===== src/rtl/mux4_demux_buf.sv =====
// One-to-three demultiplexer feeding independent one-entry output buffers.
// Words addressed to code 00 are dropped and tallied in a saturating counter.
module mux4_demux_buf #(
   parameter int WIDTH = 8
) (
   input  logic             clk,
   input  logic             reset,
   input  logic [WIDTH-1:0] in_data,
   input  logic [1:0]       in_sel,
   input  logic             in_valid,
   output logic             in_ready,
   output logic [WIDTH-1:0] out_data1,
   output logic [WIDTH-1:0] out_data2,
   output logic [WIDTH-1:0] out_data3,
   output logic             out_valid1,
   output logic             out_valid2,
   output logic             out_valid3,
   input  logic             out_ready1,
   input  logic             out_ready2,
   input  logic             out_ready3,
   output logic [7:0]       drop_count
);

   logic [2:0]       out_ready_v;
   logic [2:0]       out_valid_v;
   logic [WIDTH-1:0] out_data_a [3];
   logic             in_fire;
   logic [7:0]       drop_count_q;
   logic [7:0]       drop_count_d;

   assign out_ready_v = {out_ready3, out_ready2, out_ready1};

   // Readiness looks only at the addressed channel, so a stalled channel never blocks the others.
   always_comb begin
      in_ready = 1'b0;
      if (!reset) begin
         case (in_sel)
            2'b00:   in_ready = 1'b1;
            2'b01:   in_ready = !out_valid_v[0] || out_ready_v[0];
            2'b10:   in_ready = !out_valid_v[1] || out_ready_v[1];
            default: in_ready = !out_valid_v[2] || out_ready_v[2];
         endcase
      end
   end

   assign in_fire = in_valid && in_ready;

   genvar gi;
   generate
      for (gi = 0; gi < 3; gi++) begin : gen_ch
         logic [WIDTH-1:0] data_q;
         logic [WIDTH-1:0] data_d;
         logic             valid_q;
         logic             valid_d;
         logic             load;

         // A load on the same edge as a pop keeps the buffer full with the new word.
         always_comb begin
            load    = in_fire && (in_sel == 2'(gi + 1));
            valid_d = valid_q && !out_ready_v[gi];
            data_d  = data_q;
            if (load) begin
               valid_d = 1'b1;
               data_d  = in_data;
            end
         end

         always_ff @(posedge clk or posedge reset) begin
            if (reset) begin
               valid_q <= 1'b0;
               data_q  <= '0;
            end else begin
               valid_q <= valid_d;
               data_q  <= data_d;
            end
         end

         assign out_valid_v[gi] = valid_q;
         assign out_data_a[gi]  = data_q;
      end
   endgenerate

   always_comb begin
      drop_count_d = drop_count_q;
      if (in_fire && (in_sel == 2'b00) && (drop_count_q != 8'hFF))
         drop_count_d = drop_count_q + 8'd1;
   end

   always_ff @(posedge clk or posedge reset) begin
      if (reset) drop_count_q <= 8'd0;
      else       drop_count_q <= drop_count_d;
   end

   assign out_valid1 = out_valid_v[0];
   assign out_valid2 = out_valid_v[1];
   assign out_valid3 = out_valid_v[2];
   assign out_data1  = out_data_a[0];
   assign out_data2  = out_data_a[1];
   assign out_data3  = out_data_a[2];
   assign drop_count = drop_count_q;

endmodule


===== config.mk =====
export PLATFORM = sky130hd
export DESIGN_NAME = mux4_demux_buf
export DESIGN_NICKNAME = d
export VERILOG_FILES = /design/src/rtl/mux4_demux_buf.sv
export SDC_FILE = /design/constraint.sdc
export NUM_CORES = 1
export LEC_CHECK = 0
export CAP_MARGIN = 20
export CELL_PAD_IN_SITES_DETAIL_PLACEMENT = 2
export CELL_PAD_IN_SITES_GLOBAL_PLACEMENT = 2
export CORE_MARGIN = 2
export CORE_UTILIZATION = 29
export CTS_CLUSTER_SIZE = 10
export DETAILED_ROUTE_END_ITERATION = 8
export GPL_ROUTABILITY_DRIVEN = 0
export PLACE_DENSITY_LB_ADDON = 0.05
export REMOVE_ABC_BUFFERS = 1
export SETUP_SLACK_MARGIN = 0.4
export SYNTH_ARGS = -nofsm -noshare
export SYNTH_HDL_FRONTEND = slang
export SYNTH_SLANG_ARGS = --single-unit

===== constraint.sdc =====
create_clock -name clk -period 1.5 [get_ports clk]
set_input_delay 0.3 -clock clk [delete_from_list [all_inputs] [get_ports clk]]
set_output_delay 0.3 -clock clk [all_outputs]
set_load 0.05 [all_outputs]

Word-level counts from Yosys, hierarchy flattened
Index checks and enable logic that the tools add are counted.
Cells by class
  add/subtract/negate cells: 1
  eq/ne operators: 4
  mux-type cells: 5
  reductions and logical operators: 19
Operators by type and width (count)
  $logic_and A1 B1 Y1: 9
  $add A8 B1 Y8 const B: 1
  $ne A8 B8 Y1 const B: 1
  $logic_not A1 Y1: 6
  $eq A2 B2 Y1 const B: 2
  $mux W1: 4
  $logic_or A1 B1 Y1: 3
  $pmux W1 S3: 1
  $eq A2 B1 Y1 const B: 1
  $logic_not A2 Y1: 1
Storage, ports and cells
  register bits: 35
  output and inout bits: 36

Depth between registers and ports, before layout
Gate-level depths: netlist of the first run.
  depth after elaboration: 7
  gate-level depth with buffers: 4
  mapped depth without buffers: 4

Worst setup path before layout of the first run
No wires, ideal clock.
  path type: reg-to-output
  start point: reg gen_ch[2].valid_q, in the netlist out_valid3
  end point: out in_ready
  arrival: 2.051 ns
  path slack: -0.851 ns
  stages on the path, launching flop included: 4
  path buffers: 0
  cells stage by stage: dfrtp_1 nand2b_1 mux2i_1 a211oi_1
On the way
  cells in the longest elaborated chain, start to end: 4
Ends and longest elaborated chain
  start, declared: RTL line 53  | logic valid_q;
  start signal, assigned: RTL line 73  | valid_q <= valid_d;
  $logic_not A1 Y1: RTL line 41  | default: in_ready = !out_valid_v[2] || out_ready_v[2];
  $logic_or A1 B1 Y1: RTL line 41
  $pmux W1 S3: RTL line 37  | case (in_sel)
  $mux W1: RTL line 36  | if (!reset) begin
  end, declared: RTL line 11  | output logic in_ready,
No other way between the ends.

Worst setup path after layout of the first run
Same ends and word-level chain as after synthesis.

==> results of run 1 <==
==> power groups by stage <==
stage / registers (µW) / clock network (µW) / logic, µW
detailed placement: 1380 / 0 / 2060
global route: 1450 / 797 / 2570
CTS: 1400 / 735 / 2310
finish: 1430 / 739 / 2490
floorplan: 1990 / 0 / 249
global placement: 1360 / 0 / 2020
==> per-stage QoR <==
stage               power, µW  cell area (µm²)  utilization
floorplan                2240             1470            -
global placement         3380             2590        0.514
detailed placement       3440             2590        0.514
CTS                      4440             2940        0.584
global route             4820             3130        0.621
finish                   4660             3130        0.621
==> per-layer routing <==
metal / up-vias / routed length, µm / GRT usage
li1: 588 / - / -
met1: 705 / 2790 / 0.237
met2: 40 / 4430 / 0.387
met3: 12 / 310 / 0.0711
met4: 0 / 203 / 0.0764
met5: - / 0 / 0
==> state kept, by name, indices dropped and copies added, names as in the netlist <==
register    count
out_valid3      1
drop_count      8
out_data2       8
out_data3       8
out_data1       8
out_valid1      1
out_valid2      1
==> what timing repair did <==
action                                  in CTS  in global routing
setup buffers                               18                 18
cloned                                       0                  0
resized for setup                           49                 17
endpoints found under the setup margin      71                 70
pin swaps                                   13                 11
==> cell usage after synthesis <==
master and instances:
a211oi_1 1, mux2_1 2, dfrtp_1 35, and2_1 1, o21ai_0 2, inv_1 2
buf_2 1, o2111a_1 1, o21ai_2 1, nand4_1 4, xnor2_1 4, nor3b_1 1
and3_1 3, buf_6 1, nand4b_2 1, a21oi_1 1, and4b_2 1, nor2b_2 1
mux2i_1 1, nor2_1 1, nand4_2 1, nor4b_4 1, buf_8 1, nand3_1 2
ha_1 1, nand2_1 4, nand2b_1 3, o211ai_1 1, mux2_2 25
==> cell type report <==
type	count	area [µm²]
multi-input combinational	64	708
sequential	35	886
inverter	2	7.51
tap	70	87.6
clock inverter	1	5.00
timing repair buffer	105	1360
clock buffer	6	82.6
fill	421	1910
==> worst max-delay path, cell delays in order (launching register included) <==
cell and delay [ns]:
dfrtp_2 0.44, nand2b_4 0.09, mux2i_2 0.08, a211oi_2 0.36, buf_4 0.20, buf_12 0.13
==> worst paths after layout <==
path                              start             to  slack (ns)
setup reg to reg             out_valid3   out_data3[7]       -0.15
hold reg to reg            out_data2[7]   out_data2[7]        0.59
setup / recovery             out_valid3       in_ready       -0.40
hold / removal                    reset   out_data1[5]        0.13
min in group clk              in_sel[0]     out_valid2        0.41
max in group asynchronous         reset  drop_count[2]        1.14
==> cells by family after synthesis <==
logic type      after synthesis  synth area share
xor+xnor                      4            0.0233
flops                        35             0.583
compound gates                7            0.0333
buf+inv                       5            0.0258
simple gates                 24             0.117
fa+ha+maj                     1           0.00833
mux                          28             0.209
==> impl_metrics.env, run 1 <==
export IMPL_ys_types=29
export IMPL_final_common_cell="buf_12"
export IMPL_crit_type="flop to output pin"
export IMPL_synthCells=104
export IMPL_cts_tree="built"
export IMPL_grt_max_degree=36
export IMPL_postCtsHoldBufs=0
export IMPL_numCtsBuffers=5
export IMPL_slew_headroom=0.782
export IMPL_insertion_delay_ns=0.31
export IMPL_cp_required_ns=1.20
export IMPL_layout_nets=230
export IMPL_avgSynthCellArea_um2=14.4
export IMPL_max_vdd_ir_drop_mv=1.36
export IMPL_num_vias=1345
export IMPL_final_cell_mix="38 x buf_12, 34 x buf_4, 27 x dfrtp_1, 24 x mux2_2, 18 x buf_6"
export IMPL_power_frac_comb=0.535
export IMPL_ys_warn_count=0
export IMPL_timing_final_ws_setup_ns=-0.399
export IMPL_start_util=0.298
export IMPL_place_inst=240
export IMPL_worst_hold_slack_ns=0.135
export IMPL_globalRouteOverflowTotal=0
export IMPL_clock_fmax_ghz=0.527
export IMPL_cts_max_level=2
export IMPL_finalClockSkew_ns=0.0152
export IMPL_cts_sinks=35
export IMPL_rsz0062_at_grt="yes"
export IMPL_drtIter0Drc=26
export IMPL_switchingPower_uw=1880
export IMPL_violations="negative setup slack"
export IMPL_leakage_uw=0.00142
export IMPL_synth_top_area_frac=0.583
export IMPL_drive_gt1_frac=0.728
export IMPL_r2r_cells=7
export IMPL_setup_tns_ns=-1.40
export IMPL_dpl_worst_slack_ns=-0.491
export IMPL_wl_um=7730
export IMPL_track_usage=0.215
export IMPL_grt_pass1_wl_um=9290
export IMPL_rows=26
export IMPL_cts_root_buf="clkbuf_8"
export IMPL_cap_violations=0
export IMPL_holdCritPathClass="input pin to async pin"
export IMPL_core_area_mm2=0.00504
export IMPL_worstPathArrival_ns=1.60
export IMPL_io_pin_count=52
export IMPL_diodes=0
export IMPL_antenna_left=0
export IMPL_clockPowerShare=0.159
export IMPL_setup_viol=9
export IMPL_p_per_area_mw_per_mm2=1490
export IMPL_netlist_area_mm2=0.00150
export IMPL_die_y_um=76.0
export IMPL_ys_seq_elements=35
export IMPL_critPathCaptureType="output pin"
export IMPL_fin_cells=283
export IMPL_status="complete, but fails checks"
export IMPL_routed_wire_length_per_instance_um=27.3
export IMPL_crit_path_start_kind="flop"
export IMPL_syn_to_final_growth_pct=108
export IMPL_p_sw_frac=0.402
export IMPL_cp_max_fo=2
export IMPL_first_pass_iters=4
export IMPL_cts_clk_slew_worst_paths_ns=0.08
export IMPL_fin_crit_ns=1.90
export IMPL_synth_top_area_cell="dfrtp_1"
export IMPL_dp_hpwl_um=3370
export IMPL_p_int_uw=2790
export IMPL_die_x_um=76.0
export IMPL_finalHoldViolations=0
export IMPL_seqPwrFrac=0.307
export IMPL_yosys_top_cells_area="dfrtp_1 58%, mux2_2 19%, xnor2_1 2.3%"
export IMPL_drc=0
export IMPL_fin_crit_sh=1.27
export IMPL_antenna_found_initial=0
export IMPL_dieArea_mm2=0.00577
export IMPL_portBuffers=51
export IMPL_viasPerCell=4.75
export IMPL_slew_violations=0
export IMPL_synth_seq_area_share=0.583
export IMPL_grt_pass1_vias=1498
export IMPL_tightest_slew_ns=0.326
export IMPL_clock_path_buffers=2
Note: power is estimated with default switching activity, not from simulation.
==> run 2, diff against run 1 <==
Settings changed: RECOVER_POWER from default to 100.
==> impl_metrics.env, run 2 (synthesized netlist as in run 1, its figures left out) <==
export IMPL_first_pass_iters=4
export IMPL_status="complete, but fails checks"
export IMPL_cts_root_buf="clkbuf_8"
export IMPL_slew_headroom=0.388
export IMPL_diodes=0
export IMPL_place_area_mm2=0.00259
export IMPL_final_common_cell="buf_4"
export IMPL_fin_crit_ns=1.91
export IMPL_finalClockSkew_ns=0.0148
export IMPL_antenna_found_initial=0
export IMPL_cts_sinks=35
export IMPL_rows=26
export IMPL_core_area_mm2=0.00504
export IMPL_tightest_slew_ns=0.919
export IMPL_holdCritPathClass="input pin to async pin"
export IMPL_crit_path_start_kind="flop"
export IMPL_fin_cells=283
export IMPL_start_util=0.298
export IMPL_insertion_delay_ns=0.31
export IMPL_cts_max_level=2
export IMPL_final_cell_mix="34 x buf_4, 27 x dfrtp_1, 24 x mux2_2, 23 x clkbuf_2, 17 x buf_6"
export IMPL_timing_final_ws_setup_ns=-0.414
export IMPL_cts_clk_slew_worst_paths_ns=0.08
export IMPL_layout_nets=230
export IMPL_grt_busiest_layer="met2"
export IMPL_portBuffers=51
export IMPL_globalRouteOverflowTotal=0
export IMPL_wl_um=7690
export IMPL_met1_usage=0.237
export IMPL_grt_pass1_wl_um=9290
export IMPL_antenna_left=0
export IMPL_drc=0
export IMPL_drtIter0Drc=45
export IMPL_postCtsHoldBufs=0
export IMPL_setup_viol=14
export IMPL_grtUsageMet3=0.0711
export IMPL_die_x_um=76.0
export IMPL_clock_path_buffers=2
export IMPL_violations="negative setup slack"
export IMPL_routed_wire_length_per_instance_um=27.2
export IMPL_finalHoldViolations=0
export IMPL_cp_required_ns=1.20
export IMPL_cts_tree="built"
export IMPL_setup_tns_ns=-1.52
export IMPL_slew_violations=0
export IMPL_io_pin_count=52
export IMPL_critPathCaptureType="output pin"
export IMPL_track_usage=0.215
export IMPL_cp_max_fo=2
export IMPL_drive_gt1_frac=0.723
export IMPL_worstPathArrival_ns=1.61
export IMPL_place_inst=240
export IMPL_dpl_worst_slack_ns=-0.491
export IMPL_max_vdd_ir_drop_mv=1.36
export IMPL_numCtsBuffers=5
export IMPL_num_vias=1335
export IMPL_dp_hpwl_um=3370
export IMPL_rsz0062_at_grt="yes"
export IMPL_clock_fmax_ghz=0.522
export IMPL_p_per_area_mw_per_mm2=1500
export IMPL_leakage_uw=0.00130
export IMPL_dieArea_mm2=0.00577
export IMPL_fin_area_mm2=0.00279
export IMPL_die_y_um=76.0
export IMPL_globalRouteMet2Util=0.387
export IMPL_viasPerCell=4.72
export IMPL_grt_max_degree=36
export IMPL_fin_crit_sh=1.28
export IMPL_crit_type="flop to output pin"
export IMPL_cap_violations=0
export IMPL_syn_to_final_growth_pct=85.8
export IMPL_grt_pass1_vias=1498
==> run 2: cell types whose count changed in the layout (fill, tap and decap cells not counted) <==
cell	previous run	this run
nor2b_1	0	1
nor2b_2	1	0
clkbuf_2	0	23
buf_12	38	16
buf_6	18	17
==> run 2: final timing paths <==
check / startpoint / to / slack, ns / depth (start not counted)
worst max register to register: out_valid3 / out_data3[7] / -0.15 / 7
min in group clk: in_sel[0] / out_valid2 / 0.41 / 2
max in group asynchronous: reset / drop_count[2] / 0.49 / 3
worst max-delay path: out_valid3 / in_ready / -0.41 / 5
worst min register to register: out_data1[2] / out_data1[2] / 0.53 / 1
worst min-delay path: reset / out_data1[5] / 0.36 / 3
==> run 2: routing by layer <==
| metal | vias up | share of wire |
|---|---|---|
| met3 | 11 | 0.038 |
| li1 | 590 | - |
| met2 | 43 | 0.57 |
| met4 | 0 | 0.026 |
| met5 | - | 0 |
| met1 | 691 | 0.36 |
==> run 2: final cells by class <==
class / count / area [µm²]
fillers: 452 / 2250
repair buffers: 105 / 1020
flip-flops and latches: 35 / 886
multi-input cells: 64 / 706
well taps: 70 / 87.6
clock buffers: 6 / 82.6
inverters: 2 / 7.51
clock inverters: 1 / 5.00
==> run 2: where the power goes <==
| part | internal, µW | switching (µW) | total (µW) |
|---|---|---|---|
| Combinational | 878 | 1210 | 2090 |
| Sequential | 1150 | 210 | 1360 |
| Clock | 361 | 374 | 735 |
| Total | 2390 | 1800 | 4180 |
==> run 2: worst max-delay path: stages (launching register included) <==
cell	delay [ns]
dfrtp_2	0.45
nand2b_4	0.10
mux2i_2	0.08
a211oi_2	0.36
buf_4	0.20
buf_12	0.13
==> run 2: repair_timing <==
action / CTS / global route
resized for setup: 49 / 17
buffers inserted: 18 / 18
setup endpoints to repair: 71 / 70
pin swaps: 13 / 11
==> run 2: per-stage QoR <==
| stage | total power (µW) | hold WS [ns] | util |
|---|---|---|---|
| floorplan | 2240 | 0.407 | - |
| global placement | 3380 | 0.554 | 0.514 |
| detailed placement | 3440 | 0.566 | 0.514 |
| CTS | 4440 | 0.227 | 0.584 |
| global route | 4340 | 0.439 | 0.554 |
| finish | 4180 | 0.364 | 0.554 |
